[config.mk]
export PLATFORM = sky130hd
export DESIGN_NAME = seq_pattern_tx
export DESIGN_NICKNAME = d
export VERILOG_FILES = /design/src/rtl/seq_pattern_tx.sv
export SDC_FILE = /design/constraint.sdc
export NUM_CORES = 1
export LEC_CHECK = 0
export ABC_AREA = 1
export BUFFER_PORTS_ARGS = -buffer_cell sky130_fd_sc_hd__buf_4
export CORE_UTILIZATION = 25
export CTS_CLUSTER_SIZE = 25
export DETAILED_ROUTE_END_ITERATION = 10
export SYNTH_ARGS = -nofsm -noshare
export SYNTH_HDL_FRONTEND = slang
export SYNTH_SLANG_ARGS = --single-unit
[constraint.sdc]
create_clock -name cp -period 2.2 [get_ports cp]
set_clock_uncertainty 0.15 [all_clocks]
set_input_delay 0.22 -clock cp [delete_from_list [all_inputs] [get_ports cp]]
set_output_delay 0.22 -clock cp [all_outputs]
set_load 0.05 [all_outputs]
[src/rtl/seq_pattern_tx.sv]
// Serial pattern transmitter: shifts a latched pattern out MSB-first, with optional
// repeats separated by idle gaps, and pulses done when the last repeat finishes.
module seq_pattern_tx #(
    parameter int WIDTH = 16,
    parameter int LEN_W = 5
) (
    input  logic             cp,
    input  logic             reset,
    input  logic             start,
    input  logic [WIDTH-1:0] pattern,
    input  logic [LEN_W-1:0] len,
    input  logic [3:0]       repeat_n,
    input  logic [3:0]       gap,
    output logic             x,
    output logic             x_valid,
    output logic             busy,
    output logic             done,
    output logic [1:0]       state
);

    typedef enum logic [1:0] {
        IDLE  = 2'd0,
        SHIFT = 2'd1,
        GAP   = 2'd2,
        DONE  = 2'd3
    } state_t;

    state_t           cur;
    logic [WIDTH-1:0] pat_q;
    logic [LEN_W-1:0] len_q;
    logic [LEN_W-1:0] idx;
    logic [3:0]       rep_left;
    logic [3:0]       gap_q;
    logic [3:0]       gap_cnt;
    logic [LEN_W-1:0] len_eff;

    // Shift-based bit select keeps the index width independent of WIDTH.
    function automatic logic bit_at(input logic [WIDTH-1:0] p, input logic [LEN_W-1:0] i);
        logic [WIDTH-1:0] s;
        s = p >> i;
        return s[0];
    endfunction

    assign len_eff = (len > LEN_W'(WIDTH)) ? LEN_W'(WIDTH) : len;
    assign state   = cur;

    always_ff @(posedge cp or negedge reset) begin
        if (!reset) begin
            cur      <= IDLE;
            x        <= 1'b0;
            x_valid  <= 1'b0;
            busy     <= 1'b0;
            done     <= 1'b0;
            pat_q    <= '0;
            len_q    <= '0;
            idx      <= '0;
            rep_left <= '0;
            gap_q    <= '0;
            gap_cnt  <= '0;
        end else begin
            case (cur)
                IDLE: begin
                    x       <= 1'b0;
                    x_valid <= 1'b0;
                    busy    <= 1'b0;
                    done    <= 1'b0;
                    if (start && (len != '0)) begin
                        pat_q    <= pattern;
                        len_q    <= len_eff;
                        rep_left <= repeat_n;
                        gap_q    <= gap;
                        idx      <= len_eff - LEN_W'(1);
                        x        <= bit_at(pattern, len_eff - LEN_W'(1));
                        x_valid  <= 1'b1;
                        busy     <= 1'b1;
                        cur      <= SHIFT;
                    end
                end
                SHIFT: begin
                    if (idx != '0) begin
                        idx <= idx - LEN_W'(1);
                        x   <= bit_at(pat_q, idx - LEN_W'(1));
                    end else if (rep_left == 4'd0) begin
                        x       <= 1'b0;
                        x_valid <= 1'b0;
                        done    <= 1'b1;
                        cur     <= DONE;
                    end else if (gap_q == 4'd0) begin
                        rep_left <= rep_left - 4'd1;
                        idx      <= len_q - LEN_W'(1);
                        x        <= bit_at(pat_q, len_q - LEN_W'(1));
                    end else begin
                        rep_left <= rep_left - 4'd1;
                        gap_cnt  <= gap_q - 4'd1;
                        x        <= 1'b0;
                        x_valid  <= 1'b0;
                        cur      <= GAP;
                    end
                end
                // gap_cnt starts at gap-1, so the block idles for exactly gap cycles.
                GAP: begin
                    if (gap_cnt == 4'd0) begin
                        idx     <= len_q - LEN_W'(1);
                        x       <= bit_at(pat_q, len_q - LEN_W'(1));
                        x_valid <= 1'b1;
                        cur     <= SHIFT;
                    end else begin
                        gap_cnt <= gap_cnt - 4'd1;
                    end
                end
                DONE: begin
                    x       <= 1'b0;
                    x_valid <= 1'b0;
                    busy    <= 1'b0;
                    done    <= 1'b0;
                    cur     <= IDLE;
                end
                default: cur <= IDLE;
            endcase
        end
    end

endmodule

==> impl_metrics.env, run 1 <==
export IMPL_finalHoldViolCount=2
export IMPL_vias_per_cell=4.569
export IMPL_synth_nets=448
export IMPL_vias=2723
export IMPL_ys_ff_latch=44
export IMPL_hold_path_class="input port to register"
export IMPL_gp_congestion=0.8649
export IMPL_p_leak_nw=1.797
export IMPL_synth_top_area_frac=0.3748
export IMPL_power_w=0.005781
export IMPL_clk_pin_slew_ns=0.06
export IMPL_cts_buffer_depth=2
export IMPL_die_h_um=110.4
export IMPL_setup_tns_ns=0
export IMPL_worst_pin_slew_ns=0.5878
export IMPL_r2r_end="x"
export IMPL_yosys_warnings=0
export IMPL_drc_errors=0
export IMPL_ant_nets=0
export IMPL_boundaryPins=38
export IMPL_period_share=0.9088
export IMPL_critPathLaunchType="register"
export IMPL_track_usage=0.1301
export IMPL_cts_sinks=44
export IMPL_fmax_mhz=500.1
export IMPL_cp_data_arrival_time_ns=2.03
export IMPL_layout_commonest_cell="nand2_1"
export IMPL_critical_path_class="register to register"
export IMPL_drv_slew=0
export IMPL_reg2regPathDepth=13
export IMPL_setup_viol=0
export IMPL_rrSetupSlack_ns=0.20
export IMPL_hold_depth=3
export IMPL_grt_pass1_wl_um=13050
export IMPL_path_max_fanout=5
export IMPL_reg2reg_from="len_q[0]"
export IMPL_io_buffers=37
export IMPL_outcome="finished, violations left"
export IMPL_grt_max_degree=45
export IMPL_cts_made_buffers=5
export IMPL_cp_end_kind="register"
export IMPL_slew_headroom=0.6081
export IMPL_clk_latency_ns=0.29
export IMPL_start_util=0.2573
export IMPL_antenna_found_initial=0
export IMPL_violations="negative hold slack"
export IMPL_first_pass_iters=5
export IMPL_cp_data_required_time_ns=2.23
export IMPL_fin_crit_ns=1.999
export IMPL_cts_setup_buffers=0
export IMPL_dieArea_mm2=0.01219
export IMPL_drt_initial_drc_count=131
export IMPL_netlist_instances=406
export IMPL_dp_hpwl_um=5912
export IMPL_routed_wirelength_um=7540
export IMPL_die_w_um=110.4
export IMPL_fillers=1269
export IMPL_rows=39
export IMPL_htreeDepth=2
export IMPL_syn_to_final_growth_pct=22.83
export IMPL_hold_end="gap_q[1]"
export IMPL_netlist_area_mm2=0.002938
export IMPL_cap_violations=0
export IMPL_grt_overflow_total=0
export IMPL_avgSynthCellArea_um2=7.236
export IMPL_grt_pass1_vias=2709
export IMPL_antenna_cells=0
export IMPL_vdd_drop_max_mv=0.6690
export IMPL_rsz0062_at_grt="false"
export IMPL_synth_area_leaders="dfrtp_1 (37%), nand2_1 (16%), nand3_1 (7.2%)"
export IMPL_drive_gt1_frac=0.1921
export IMPL_detail_route_wl_per_cell_um=12.65
export IMPL_yosysSeqAreaShare=0.3748
export IMPL_hold_ws_ns=-0.003588
export IMPL_cts_tree="done"
export IMPL_nets=494
export IMPL_ys_types=36
export IMPL_clockRootBuffer="clkbuf_16"
export IMPL_p_per_area_mw_per_mm2=1602
export IMPL_yosys_area_top_type="dfrtp_1"
export IMPL_mostFrequentLayoutCells="nand2_1 (123), buf_4 (46), dfrtp_1 (44)"
export IMPL_coreArea_mm2=0.01142
export IMPL_min_from="gap[1]"
-- worst max-delay path: stages, from the launching register on --
cell,delay [ns]
dfrtp_1,0.38
inv_2,0.05
ha_1,0.39
inv_1,0.13
a21oi_1,0.13
o21ai_0,0.11
nand3_1,0.09
nand3_1,0.08
nand3_1,0.09
nand2_1,0.05
nand2_1,0.05
nand2_1,0.04
nor2_1,0.10
nor2_1,0.05
-- timing repair --
action / CTS / global route
setup endpoints to repair: 0 / 6
endpoints found under the hold margin: 48 / 0
hold buffers: 5 / 0
resized for setup: 0 / 4
-- worst max-delay path by stage --
stage,startpoint,to,cells past startpoint
after floorplan,state[1],gap_cnt[1],7
after global placement,len_q[0],x,13
after detailed placement,state[0],gap_cnt[3],8
after CTS,state[0],gap_cnt[3],8
after global routing,len_q[0],x,13
final,len_q[0],x,13
-- routing by layer --
metal  track usage  vias to the layer above  share of wire
li1              -                     1405              -
met1        0.1737                     1256           0.48
met2        0.2203                       56           0.47
met3       0.02360                        6          0.038
met4       0.02400                        0         0.0068
met5             0                        -              0
-- sequential cells by signal, summed over array words and instances, names as in the netlist --
register and cells:
done 1, idx 5, state 2, rep_left 4, gap_q 4, x_valid 1, busy 1, pat_q 16
len_q 5, gap_cnt 4, x 1
-- power breakdown --
part,internal (W),switching [W],total [W]
sequential,0.00121,0.000298,0.00151
clock,0.000534,0.000307,0.000842
combinational,0.00129,0.00214,0.00343
total,0.00304,0.00274,0.00578
-- through the flow --
stage                     setup slack, ns  instances    util  cell area (um2)  hold slack, ns
after CTS                          0.1551        596  0.3156             3603        0.004002
after global routing              0.03103        596  0.3160             3608        0.007752
final                              0.2005        596  0.3160             3608       -0.003588
after floorplan                   0.03670        406       -             2938         -0.2256
after detailed placement           0.1487        583  0.2968             3390          0.1225
after global placement             0.2485        583  0.2968             3390          0.1113
-- logic make-up after synthesis --
| family | synth area share |
|---|---|
| simple gates | 0.3177 |
| compound gates | 0.1337 |
| buf+inv | 0.08858 |
| flops | 0.3748 |
| xor+xnor | 0.03577 |
| fa+ha+maj | 0.04259 |
| mux | 0.006815 |
-- Yosys cell counts --
cell type  number
a211oi_1        1
a211oi_4        1
a21oi_1         9
a221oi_1        1
a22oi_1         2
a31oi_1         1
buf_2           7
buf_4           3
buf_6           1
clkbuf_1        1
dfrtp_1        44
ha_1           10
inv_1          39
inv_2          11
mux2i_1         2
nand2_1       123
nand2_2         8
nand2_4         1
nand3_1        42
nand3_2         3
nand4_1         1
nor2_1         22
nor2_2          5
nor2_4          1
nor3_4          2
o211ai_1        2
o21a_1          2
o21ai_0        16
o21ai_1        21
o21ai_2         1
o221ai_1        1
o22ai_1         8
o31ai_1         1
or2_1           1
xnor2_1         7
xor2_1          5
-- layout make-up --
cell class              instances  area (um2)  share of cell area
inverters                      50       190.2             0.05270
flip-flops and latches         44        1101              0.3051
multi-input cells             300        1579              0.4376
well taps                     143       178.9             0.04958
repair buffers                 51       395.4              0.1096
clock inverters                 2       35.03            0.009709
clock buffers                   6       128.9             0.03571
No activity file was read; power rests on OpenSTA's default activity.
==> run 2, diff against run 1 <==
- MAX_ROUTING_LAYER: unset -> met4
==> run 2 against run 1 <==
  * The run still ends with negative hold slack left
  * Non-clock buffer count is 1 lower
  * Critical path depth is 6 lower
  * Register-to-register slack hardly changed
  * Die area stayed put
  * Cell area is 0.66% lower
  * Cell count is 0.17% lower
  * Clock power is 8.2% lower
  * Utilization is 0.21 points lower
  * Setup slack better by 0.010 ns
  * Global-route usage is 0.21 points higher
  * Count of clock-buffer cells in the layout is 1 higher
  * Sequential cell count stayed put
==> impl_metrics.env, run 2 (same netlist as run 1, synthesis figures left out) <==
export IMPL_setup_viol=0
export IMPL_cts_made_buffers=5
export IMPL_drv_slew=0
export IMPL_dieArea_mm2=0.01219
export IMPL_power_frac_seq=0.264
export IMPL_dp_slack_ns=0.1630
export IMPL_antenna_found_initial=0
export IMPL_setup_tns_ns=0
export IMPL_p_per_area_mw_per_mm2=1589
export IMPL_vdd_drop_max_mv=0.5460
export IMPL_largest_register="pat_q"
export IMPL_first_pass_iters=4
export IMPL_regArea_mm2=0.001101
export IMPL_rsz0062_at_grt="false"
export IMPL_multi_input_area_mm2=0.001582
export IMPL_die_h_um=110.4
export IMPL_hold_ws_ns=-0.002213
export IMPL_nets=493
export IMPL_ant_nets=0
export IMPL_slew_headroom=0.6081
export IMPL_cts_tree="done"
export IMPL_cap_violations=0
export IMPL_rows=39
export IMPL_final_cell_count_no_fill=595
export IMPL_cp_end_kind="register"
export IMPL_clock_power_share=0.136
export IMPL_cts_sinks=44
export IMPL_cp_data_required_time_ns=2.21
export IMPL_drive_gt1_frac=0.1947
export IMPL_vias=2720
export IMPL_internal_power_w=0.002960
export IMPL_grt_overflow_total=0
export IMPL_clk_pin_slew_ns=0.06
export IMPL_fmax_mhz=502.7
export IMPL_cts_buffer_depth=2
export IMPL_top_regs="pat_q: 16 flops, idx: 5 flops, len_q: 5 flops"
export IMPL_grt_pass1_vias=2558
export IMPL_htreeDepth=2
export IMPL_dp_cells=583
export IMPL_coreArea_mm2=0.01142
export IMPL_io_buffers=37
export IMPL_largest_reg_flops=16
export IMPL_fin_crit_ns=1.989
export IMPL_finalHoldViolCount=3
export IMPL_grt_pass1_wl_um=12850
export IMPL_boundaryPins=38
export IMPL_critPathLaunchType="register"
export IMPL_antenna_cells=0
export IMPL_track_usage=0.1321
export IMPL_die_w_um=110.4
export IMPL_net_switching_power_w=0.002737
export IMPL_fillers=1245
export IMPL_grt_max_degree=45
export IMPL_path_max_fanout=31
export IMPL_syn_to_final_growth_pct=22.02
export IMPL_cp_data_arrival_time_ns=2.00
export IMPL_gp_congestion=0.8530
export IMPL_swShare=0.4804
export IMPL_worst_pin_slew_ns=0.5878
export IMPL_cts_setup_buffers=0
export IMPL_combinationalPowerShare=0.600
export IMPL_routed_wirelength_um=7489
export IMPL_p_leak_nw=1.780
export IMPL_outcome="finished, violations left"
export IMPL_drt_initial_drc_count=162
export IMPL_hold_path_class="input port to register"
export IMPL_detail_route_wl_per_cell_um=12.59
export IMPL_layout_commonest_cell="nand2_1"
export IMPL_dp_hpwl_um=5792
export IMPL_period_share=0.9041
export IMPL_critical_path_class="register to register"
export IMPL_setup_slack_ns=0.2109
export IMPL_mostFrequentLayoutCells="nand2_1 (123), buf_4 (46), dfrtp_1 (44)"
export IMPL_clk_latency_ns=0.29
export IMPL_violations="negative hold slack"
export IMPL_start_util=0.2573
export IMPL_clockRootBuffer="clkbuf_16"
export IMPL_drc_errors=0
export IMPL_vias_per_cell=4.571
run 2: per-stage QoR:
step	total power [W]	utilization	cell area, um2
floorplan	0.004028	-	2938
global placement	0.004888	0.2968	3390
detailed placement	0.004909	0.2968	3390
CTS	0.005711	0.3135	3580
global route	0.006280	0.3139	3585
finish	0.005696	0.3139	3585
run 2: timing repair:
action	in CTS	in global routing
hold endpoints to repair	47	0
resized for setup	0	3
hold buffers	4	0
endpoints found under the setup margin	0	10
run 2: layout make-up:
cell class | count | share of cell area
clock buffers | 7 | 0.03979
clock inverters | 1 | 0.002094
inverters | 50 | 0.05236
multi-input cells | 300 | 0.4412
flip-flops and latches | 44 | 0.3072
well taps | 143 | 0.04991
repair buffers | 50 | 0.1075
run 2: per-layer routing:
layer / GRT usage / up-vias / wire, um
met1: 0.1806 / 1254 / 3687
met4: 0.02400 / 0 / 54
met3: 0.02305 / 6 / 267
li1: - / 1407 / -
met2: 0.2066 / 53 / 3479
met5: - / - / 0
run 2: final timing paths:
check                       startpoint           to  slack, ns  cells past startpoint
hold reg to reg            rep_left[1]  rep_left[1]       0.34                      2
setup / recovery              state[0]     pat_q[3]       0.21                      7
min in group asynchronous        reset  rep_left[2]       0.31                      2
hold / removal                  gap[0]     gap_q[0]     -0.002                      3
max in group asynchronous        reset   gap_cnt[2]       1.17                      2
setup reg to reg              state[0]     pat_q[3]       0.21                      7
run 2: worst max-delay path: stages (launching register included):
cell	delay, ns
dfrtp_1	0.45
inv_1	0.14
ha_1	0.20
inv_1	0.12
nor2_4	0.31
inv_2	0.29
nand2_1	0.13
o21ai_1	0.07
run 2: power by group through the flow:
stage	clock network, W	registers [W]	logic [W]
floorplan	0	0.00159	0.00244
global placement	0	0.00150	0.00339
detailed placement	0	0.00152	0.00339
CTS	0.000788	0.00150	0.00342
global route	0.000826	0.00155	0.00390
finish	0.000773	0.00150	0.00342
==> run 3, diff against run 2 <==
- RECOVER_POWER: unset -> 100
==> run 3 against run 2 <==
  * The run still ends with negative hold slack left
  * Combinational power fell by 2%
  * Count of clock-buffer cells in the layout is the same
  * Utilization shrank 0.24 points
  * Sequential cell count stayed put
  * Die area unchanged
  * Via count is 0.70% lower
  * First-iteration DRC count is the same
  * Non-clock buffer count unchanged
  * Hold slack got worse by 0.0018 ns
  * Sequential power about the same
==> impl_metrics.env, run 3 (same netlist as run 1, synthesis figures left out) <==
export IMPL_ant_nets=0
export IMPL_regArea_mm2=0.001101
export IMPL_min_from="gap[0]"
export IMPL_largest_register="pat_q"
export IMPL_htreeDepth=2
export IMPL_top_regs="pat_q: 16 flops, idx: 5 flops, len_q: 5 flops"
export IMPL_grt_pass1_vias=2558
export IMPL_nets=493
export IMPL_p_per_area_mw_per_mm2=1583
export IMPL_critPathLaunchType="register"
export IMPL_gp_congestion=0.8530
export IMPL_cts_buffer_depth=2
export IMPL_die_h_um=110.4
export IMPL_grt_pass1_wl_um=12850
export IMPL_mostFrequentLayoutCells="nand2_1 (124), dfrtp_1 (44), nand3_1 (42)"
export IMPL_cts_sinks=44
export IMPL_vdd_drop_max_mv=0.5239
export IMPL_cts_made_buffers=5
export IMPL_power_w=0.005630
export IMPL_clk_pin_slew_ns=0.07
export IMPL_swShare=0.4845
export IMPL_multi_input_area_mm2=0.001579
export IMPL_hold_depth=3
export IMPL_clockRootBuffer="clkbuf_16"
export IMPL_cts_tree="done"
export IMPL_final_cell_count_no_fill=595
export IMPL_critical_path_class="register to register"
export IMPL_clk_latency_ns=0.29
export IMPL_power_frac_seq=0.266
export IMPL_drt_initial_drc_count=162
export IMPL_drive_gt1_frac=0.1748
export IMPL_vias=2701
export IMPL_dp_slack_ns=0.1630
export IMPL_grt_max_degree=45
export IMPL_rsz0062_at_grt="false"
export IMPL_cp_end_kind="register"
export IMPL_reg2reg_from="idx[0]"
export IMPL_cp_data_required_time_ns=2.22
export IMPL_period_share=0.9136
export IMPL_grt_overflow_total=0
export IMPL_slew_headroom=0.2476
export IMPL_start_util=0.2573
export IMPL_setup_viol=0
export IMPL_vias_per_cell=4.539
export IMPL_setup_slack_ns=0.1900
export IMPL_boundaryPins=38
export IMPL_clock_power_share=0.140
export IMPL_setup_tns_ns=0
export IMPL_detail_route_wl_per_cell_um=12.71
export IMPL_finalHoldViolCount=4
export IMPL_net_switching_power_w=0.002728
export IMPL_startpoint="idx[0]"
export IMPL_hold_ws_ns=-0.003966
export IMPL_dp_cells=583
export IMPL_violations="negative hold slack"
export IMPL_reg2regPathDepth=9
export IMPL_io_buffers=37
export IMPL_dieArea_mm2=0.01219
export IMPL_antenna_found_initial=0
export IMPL_cp_data_arrival_time_ns=2.03
export IMPL_drc_errors=0
export IMPL_track_usage=0.1321
export IMPL_first_pass_iters=4
export IMPL_hold_path_class="input port to register"
export IMPL_fin_crit_ns=2.010
export IMPL_outcome="finished, violations left"
export IMPL_drv_slew=0
export IMPL_coreArea_mm2=0.01142
export IMPL_rows=39
export IMPL_fillers=1253
export IMPL_internal_power_w=0.002902
export IMPL_antenna_cells=0
export IMPL_largest_reg_flops=16
export IMPL_syn_to_final_growth_pct=21.08
export IMPL_routed_wirelength_um=7560
export IMPL_fmax_mhz=497.5
export IMPL_cts_setup_buffers=0
export IMPL_die_w_um=110.4
export IMPL_path_max_fanout=6
export IMPL_worst_pin_slew_ns=1.129
export IMPL_cap_violations=0
export IMPL_dp_hpwl_um=5792
export IMPL_combinationalPowerShare=0.594
export IMPL_p_leak_nw=1.759
export IMPL_layout_commonest_cell="nand2_1"
run 3: path summary, 6_finish.rpt:
check | slack (ns) | to
worst max register to register | 0.19 | state[1]
worst min-delay path | -0.004 | gap_q[0]
worst max-delay path | 0.19 | state[1]
max in group asynchronous | 0.68 | idx[4]
min in group asynchronous | 0.54 | idx[1]
worst min register to register | 0.34 | rep_left[1]
run 3: timing repair:
item	CTS	global route
gates resized for setup	0	3
hold endpoints to repair	47	0
setup endpoints to repair	0	10
hold buffers	4	0
run 3: per-layer routing:
metal	up-vias	part of all wire	global-route usage
li1	1407	-	-
met1	1250	0.51	0.1806
met2	39	0.46	0.2066
met3	5	0.029	0.02305
met4	0	0.0050	0.02400
met5	-	0	-
run 3: power by group through the flow:
stage                     clock, W  sequential, W  combinational, W
after floorplan                  0        0.00159           0.00244
after global placement           0        0.00150           0.00339
after detailed placement         0        0.00152           0.00339
after CTS                 0.000788        0.00150           0.00342
after global routing      0.000826        0.00155           0.00382
final                     0.000786        0.00150           0.00335
run 3: per-stage QoR:
stage | utilization | cell area (um2)
3_5_place_dp | 0.2968 | 3390
6_report | 0.3115 | 3557
4_1_cts | 0.3135 | 3580
3_3_place_gp | 0.2968 | 3390
5_1_grt | 0.3115 | 3557
2_1_floorplan | - | 2938
run 3: final cells by class:
class | count | area share
Clock inverter | 1 | 0.002110
Inverter | 50 | 0.05276
Sequential cell | 44 | 0.3095
Multi-Input combinational cell | 300 | 0.4439
Timing Repair Buffer | 50 | 0.1013
Clock buffer | 7 | 0.04010
Tap cell | 143 | 0.05030
run 3: worst max-delay path, stage by stage (launching register included):
cell	delay, ns
dfrtp_1	0.38
inv_1	0.09
ha_1	0.23
nand3_2	0.13
nand2_1	0.21
inv_2	0.12
a211oi_4	0.29
nand2_1	0.13
nand2_1	0.08
o21ai_1	0.07
